<file path="src/rtl/matmul_calc_pkg.sv">
// Shared matmul types and dimensions used by the calculator and its result streamer.
`timescale 1ns/1ps
package matmul_calc_pkg;
  localparam int DATA_WIDTH = 8;
  localparam int N          = 4;
  localparam int K          = 4;
  localparam int M          = 4;
  localparam int C_WIDTH    = 2*DATA_WIDTH + $clog2(K);
  localparam int ROW_W      = $clog2(N);
  localparam int COL_W      = $clog2(M);
  localparam int IDX_W      = $clog2(N*M);

  typedef logic [C_WIDTH-1:0]     elemC;
  typedef logic [N*M*C_WIDTH-1:0] matC;
  typedef enum logic {IDLE, STREAM} stream_state_e;
endpackage

</file>
<file path="src/rtl/matmul_result_streamer.sv">
// Snapshots the C matrix on done_i and emits it row-major on a valid/ready stream,
// allowing a new matrix to be captured on the final handshake without a bubble.
`timescale 1ns/1ps
module matmul_result_streamer
  import matmul_calc_pkg::*;
(
  input  logic                       clk,
  input  logic                       rst,
  input  logic                       done_i,
  input  logic [N*M*C_WIDTH-1:0]     matrix_c_i,
  output logic                       out_valid_o,
  input  logic                       out_ready_i,
  output logic [C_WIDTH-1:0]         out_data_o,
  output logic [ROW_W-1:0]           out_row_o,
  output logic [COL_W-1:0]           out_col_o,
  output logic                       out_last_o,
  output logic                       busy_o,
  output logic                       drop_o
);

  stream_state_e    r_state, w_state_nxt;
  matC              r_snap;
  logic [ROW_W-1:0] r_row, w_row_nxt;
  logic [COL_W-1:0] r_col, w_col_nxt;
  logic             r_drop, w_drop_nxt;
  logic             w_capture;
  logic             w_at_last;
  logic             w_streaming;
  logic [IDX_W-1:0] w_idx;
  elemC             w_elem;

  assign w_streaming = (r_state == STREAM);
  assign w_at_last   = (r_row == ROW_W'(N-1)) && (r_col == COL_W'(M-1));

  always_comb begin
    w_state_nxt = r_state;
    w_row_nxt   = r_row;
    w_col_nxt   = r_col;
    w_drop_nxt  = r_drop;
    w_capture   = 1'b0;
    case (r_state)
      IDLE: begin
        if (done_i) begin
          w_capture   = 1'b1;
          w_row_nxt   = '0;
          w_col_nxt   = '0;
          w_state_nxt = STREAM;
        end
      end
      STREAM: begin
        if (out_ready_i) begin
          if (w_at_last) begin
            w_row_nxt = '0;
            w_col_nxt = '0;
            // A done arriving with the final handshake chains straight into the next matrix
            if (done_i) w_capture   = 1'b1;
            else        w_state_nxt = IDLE;
          end else if (r_col == COL_W'(M-1)) begin
            w_col_nxt = '0;
            w_row_nxt = r_row + 1'b1;
          end else begin
            w_col_nxt = r_col + 1'b1;
          end
        end
        if (done_i && !w_capture) w_drop_nxt = 1'b1;
      end
      default: w_state_nxt = IDLE;
    endcase
  end

  always_ff @(posedge clk or posedge rst) begin
    if (rst) begin
      r_state <= IDLE;
      r_row   <= '0;
      r_col   <= '0;
      r_drop  <= 1'b0;
    end else begin
      r_state <= w_state_nxt;
      r_row   <= w_row_nxt;
      r_col   <= w_col_nxt;
      r_drop  <= w_drop_nxt;
    end
  end

  always_ff @(posedge clk) begin
    if (w_capture) r_snap <= matrix_c_i;
  end

  assign w_idx  = IDX_W'(r_row) * IDX_W'(M) + IDX_W'(r_col);
  assign w_elem = r_snap[int'(w_idx)*C_WIDTH +: C_WIDTH];

  // Data is gated so that outputs read as zero whenever nothing is being streamed
  assign out_valid_o = w_streaming;
  assign busy_o      = w_streaming;
  assign out_data_o  = w_streaming ? w_elem : '0;
  assign out_row_o   = r_row;
  assign out_col_o   = r_col;
  assign out_last_o  = w_streaming && w_at_last;
  assign drop_o      = r_drop;

endmodule

</file>
<file path="config.mk">
export PLATFORM = sky130hd
export DESIGN_NAME = matmul_result_streamer
export DESIGN_NICKNAME = d
export VERILOG_FILES = /design/src/rtl/matmul_calc_pkg.sv /design/src/rtl/matmul_result_streamer.sv
export SDC_FILE = /design/constraint.sdc
export NUM_CORES = 1
export LEC_CHECK = 0
export BUFFER_PORTS_ARGS = -buffer_cell sky130_fd_sc_hd__clkbuf_2
export CAP_MARGIN = 25
export CORE_UTILIZATION = 40
export DETAILED_ROUTE_END_ITERATION = 7
export PLACE_DENSITY = 0.66
export SYNTH_ARGS = -nofsm -noshare
export SYNTH_HDL_FRONTEND = slang
export SYNTH_SLANG_ARGS = --single-unit
export TNS_END_PERCENT = 20
</file>
<file path="constraint.sdc">
create_clock -name clk -period 8.2 [get_ports clk]
set_input_delay 1.64 -clock clk [delete_from_list [all_inputs] [get_ports clk]]
set_output_delay 1.64 -clock clk [all_outputs]
set_load 0.02 [all_outputs]
</file>
# --- After elaboration in Yosys (flattened, before gate mapping) ---
# Index checks and enable logic that the tools add are counted.
op_classes:
  n_addsub: 3
  n_mul: 1
  n_div: 0
  magnitude_cmp: 0
  n_eq_ne: 5
  n_shift: 1
  n_mux: 18
  bitwise_logic: 1
  n_reduce_logical: 7
ops:
  columns: ["cell", "count"]
  rows:
  - ["$shiftx 288x10->18", 1]
  - ["$mux 18", 1]
  - ["$mux 2", 7]
  - ["$mul 4x4->8 const B", 1]
  - ["$pmux 2 s2", 2]
  - ["$mux 1", 6]
  - ["$add 2x1->2 const B", 2]
  - ["$add 4x2->4", 1]
  - ["$eq 2x2->1 const B", 2]
  - ["$ne 2x2->1 const B", 2]
  - ["$pmux 1 s2", 2]
  - ["$reduce_and 2->1", 2]
  - ["$logic_and 1x1->1", 3]
  - ["$ne 3x1->1 const B", 1]
  - ["$reduce_and 3->1", 1]
  - ["$logic_not 1->1", 1]
  - ["$not 1->1", 1]
totals:
  reg_bits: 294
  latch_bits: 0
  mem_bits_rw: 0
  romBits: 0
  word_cells: 41
  mem_count: 0

# --- Depth between registers and ports, before layout ---
depth:
  ltp_word: 8
  ltp_mapped: 8
  mapped_depth_nobuf: 5

# --- Worst setup path after synthesis ---
# OpenSTA, ideal clock, no wires.
synth_timing:
  path_type: "input -> register"
  startpoint: "input out_ready_i"
  endpoint: "register r_snap[0], enable pin"
  setup_ps: 684
  arrival_time_ps: 8319
  slack_ps: -803
  stages: 3
  path_buffers: 0
  cell_sequence: "nand3_1 nand2_1 and2_1"
synth_between:
  elab_chain_cells: 3
synth_rtl:
  columns: ["element", "line_no", "rtl"]
  rows:
  - ["from (decl)", "matmul_result_streamer.sv:12", "input logic out_ready_i,"]
  - ["$mux 1", "matmul_result_streamer.sv:51", "if (out_ready_i) begin"]
  - ["$mux 1", "matmul_result_streamer.sv:41", "case (r_state)"]
  - ["$pmux 1 s2", "matmul_result_streamer.sv:41", null]
  - ["net w_capture", "matmul_result_streamer.sv:26", "logic w_capture;"]
  - ["to (signal assigned)", "matmul_result_streamer.sv:86", "if (w_capture) r_snap <= matrix_c_i;"]
  - ["to (decl)", "matmul_result_streamer.sv:22", "matC r_snap;"]
# The timed path passes the listed nets, and every way through them passes these cells. The select of a mux whose other input is x is not followed.
# A chain may end at the register's enable or synchronous reset.

# --- Worst setup path after layout ---
layout_timing:
  startpoint: "register r_col[0], in the netlist out_col_o[0]"
  endpoint: "output out_data_o[7]"
layout_between:
  elab_chain_cells: 4
layout_rtl:
  columns: ["element", "line_no", "rtl"]
  rows:
  - ["from (decl)", "matmul_result_streamer.sv:24", "logic [COL_W-1:0] r_col, w_col_nxt;"]
  - ["from (signal assigned)", "matmul_result_streamer.sv:80", "r_col <= w_col_nxt;"]
  - ["$add 4x2->4", "matmul_result_streamer.sv:89", "assign w_idx = IDX_W'(r_row) * IDX_W'(M) + IDX_W'(r_col);"]
  - ["$mul 4x4->8", "matmul_result_streamer.sv:90", "assign w_elem = r_snap[int'(w_idx)*C_WIDTH +: C_WIDTH];"]
  - ["$shiftx 288x10->18", "matmul_result_streamer.sv:90", null]
  - ["$mux 18", "matmul_result_streamer.sv:95", "assign out_data_o = w_streaming ? w_elem : '0;"]
  - ["to (decl)", "matmul_result_streamer.sv:13", "output logic [C_WIDTH-1:0] out_data_o,"]
# No other way between the ends.

==> reports/qor.csv <==
stage,metric,value,unit
outcome,run status,finished clean,
timing,Final Worst Setup Slack,3.13,ns
grt,global-route wire length before repair,39300,um
placed_design,dpl cell area,0.0134,sq mm
worst_setup_path,critical setup path kind,reg2out,
clock_tree,Clock H-tree levels,1,
route,post-DR vias/cell,4.95,
grt,maximum number of pins on one net before global-route repair,142,
logic_synthesis,number of warnings reported in the yosys synthesis log,0,
floorplan,site row count,61,
timing,shortest period the worst path allows,5.07,ns
logic_synthesis,share of async-settable or async-resettable flops after synthesis,2.04,%
logic_synthesis,Synth Area per Inst,18.8,sq um
route,post-detailed-route DRC marker count,0,
logic_synthesis,number of nets in the synthesized netlist,905,
timing,Max Slew Vio Count,0,
clock_tree,clock sinks,294,
logic_synthesis,share of Yosys cell area claimed by the top area cell type,75.4,%
pwr,total power draw,0.00457,W
timing,final-layout setup total negative slack,0,ns
timing,slew of the pin with the lowest slew margin,0.996,ns
floorplan,DIE AREA,0.0294,sq mm
clock_tree,total setup buffers inserted after CTS,0,
worst_setup_path,element type at the critical path start,flip-flop,
clock_tree,clock tree from TritonCTS,yes,
finish,share of post-route cells with drive strength above 1,41.7,%
finish,post-layout instance area,0.0145,sq mm
worst_setup_path,required time of the critical path,6.56,ns
worst_setup_path,"critical path fanouts, max",82,
timing,worst hold margin,0.472,ns
grt,total global routing track utilization,18.2,%
pwr,cell leakage power,5.59,nW
grt,vias in the first global route,6770,
timing,hold violation total from the final report,0,
timing,max frequency,0.197,GHz
floorplan,DIE HEIGHT,171,um
finish,"most common cell after layout, fill and taps aside",clkbuf_2,
logic_synthesis,ys flop type,edfxtp_1,
worst_setup_path,launching point of the worst reg2reg path,out_col_o[0],
logic_synthesis,register area share after synthesis,76.7,%
worst_setup_path,flop2flop setup slack,4.65,ns
clock_tree,CTS root buf,clkbuf_16,
timing,RSZ-0062 raised after global routing,no,
clock_tree,number of buffers created by CTS,31,
logic_synthesis,number of enable flip-flop cells after synthesis,288,
worst_hold_path,Hold/Removal Path Class,reg2reg,
route,DRC violation total after the first TritonRoute iteration,548,
logic_synthesis,cell taking the most area after synthesis,edfxtp_1,
worst_setup_path,worst reg-to-reg path cell count,6,
clock_tree,clock insertion delay at the later pin of the skew report,0.54,ns
timing,Post-Route Skew,0.00834,ns
placed_design,post-DP HPWL,19000,um
grt,overflow left after global routing,0,
floorplan,total core area,0.0280,sq mm
logic_synthesis,synth top area cells,"edfxtp_1 75%, mux2i_1 10%, a22oi_1 3.7%",
floorplan,x dimension of the die,171,um
placed_design,IO buf count,317,
logic_synthesis,count of cell types in the netlist,30,
route,WL per Instance,20.7,um
placed_design,final weighted congestion in routability-driven placement,0.782,
finish,net total in the final layout,1226,
logic_synthesis,synthesis-stage register bit count,294,
pwr,total power per unit cell area,315,mW/mm^2
run,number of max-capacitance violations reported,0,
timing,# setup viols final,0,
route,Post-Route WL,27600,um
worst_setup_path,CP endpoint kind,output pin,
route,number of vias after detailed routing,6618,
timing,worst slew margin relative to its limit,33.6,%
clock_tree,post-CTS resize count,0,
route,remaining antenna violation count after routing,0,
worst_setup_path,RR Endpoint,r_snap[154],
clock_tree,hold buffer count at cts,0,
logic_synthesis,post-synthesis instance total,611,
timing,part of the cycle the worst path needs,61.8,%
finish,Area Overhead vs Synth,26.3,%
worst_setup_path,Worst Setup EP,out_data_o[7],
worst_setup_path,arrival time of the worst setup path,3.43,ns
finish,number of inserted filler cells in the final layout,2333,
clock_tree,Clock transition at path regs,0.06,ns
route,router iterations before antenna repair,5,
worst_setup_path,timing startpoint of the critical path,out_col_o[0],
clock_tree,maximum clock path buffer count,3,
grt,number of antenna violations at the first check in global routing,3,
pwr,worst vdd rail ir drop,0.000216,V
floorplan,starting utilization of the core area,41.0,%
finish,most frequent cells in the layout,"317 x clkbuf_2, 288 x edfxtp_1, 119 x mux2i_1",
logic_synthesis,Netlist Area Pre-Place,0.0115,sq mm
floorplan,I/O pin cnt,318,
placed_design,worst slack at placement,3.63,ns
==> worst max-delay path, stage by stage (launching register included) <==
cell and delay [ns]:
dfrtp_4 1.04, buf_12 0.49, mux4_2 0.57, nand2b_1 0.15, nand3_1 0.16, o21ai_1 0.12, clkbuf_2 0.21
==> report_power, final <==
group	leakage, nW	switching (W)	total [W]	internal (W)
Combinational	2.42	0.000772	0.00130	0.000532
Clock	0.515	0.000568	0.00145	0.000879
Sequential	2.66	0.000108	0.00182	0.00171
==> registers in the layout, indices dropped and copies added (netlist names) <==
register	cells
r_snap	288
out_col_o	2
out_row_o	2
busy_o	1
drop_o	1
==> routing by layer <==
metal,GRT usage [%],part of all wire [%],vias to the layer above
li1,-,-,3104
met4,4.77,1.9,2
met2,31.1,50,263
met5,0,0.043,-
met3,4.72,8.2,36
met1,23.1,40,3213
==> cells by family after synthesis <==
family | count (synthesis) | synth area share (%)
adders and majority gates | 2 | 0.218
buffers and inverters | 38 | 2.40
and+or+nand+nor | 58 | 2.42
DFF | 294 | 76.7
AOI/OAI and AO/OA | 86 | 5.28
muxes | 133 | 13.0
==> Yosys cell counts (6+ instances only) <==
master	count
a22oi_1	56
buf_2	6
buf_6	7
clkbuf_1	11
dfrtp_1	6
edfxtp_1	288
mux2i_1	119
mux4_2	13
nand2_1	23
nand2b_1	9
nand3_1	16
o21ai_1	19
==> per-stage QoR <==
stage / util [%] / instances
3_3_place_gp: 47.7 / 1275
2_1_floorplan: - / 611
5_1_grt: 51.7 / 1335
3_5_place_dp: 47.8 / 1276
4_1_cts: 51.6 / 1333
6_report: 51.7 / 1336
==> layout make-up <==
type / count / area [sq um] / share of cell area (%)
sequential: 294 / 8800 / 60.7
multi-input combinational: 279 / 2430 / 16.8
timing repair buffer: 325 / 1700 / 11.8
clock buffer: 31 / 776 / 5.35
tap: 378 / 473 / 3.26
clock inverter: 26 / 298 / 2.05
antenna: 2 / 5.00 / 0.0345
inverter: 1 / 3.75 / 0.0259
==> how the worst min path moves through the flow <==
stage | start | endpoint | slack [ns] | cells past startpoint
after floorplan | drop_o | drop_o | 0.59 | 1
after global placement | drop_o | drop_o | 0.45 | 1
after detailed placement | drop_o | drop_o | 0.46 | 1
after CTS | drop_o | drop_o | 0.47 | 1
after global routing | drop_o | drop_o | 0.50 | 1
final | drop_o | drop_o | 0.47 | 1
(Power assumes the default switching activity.)
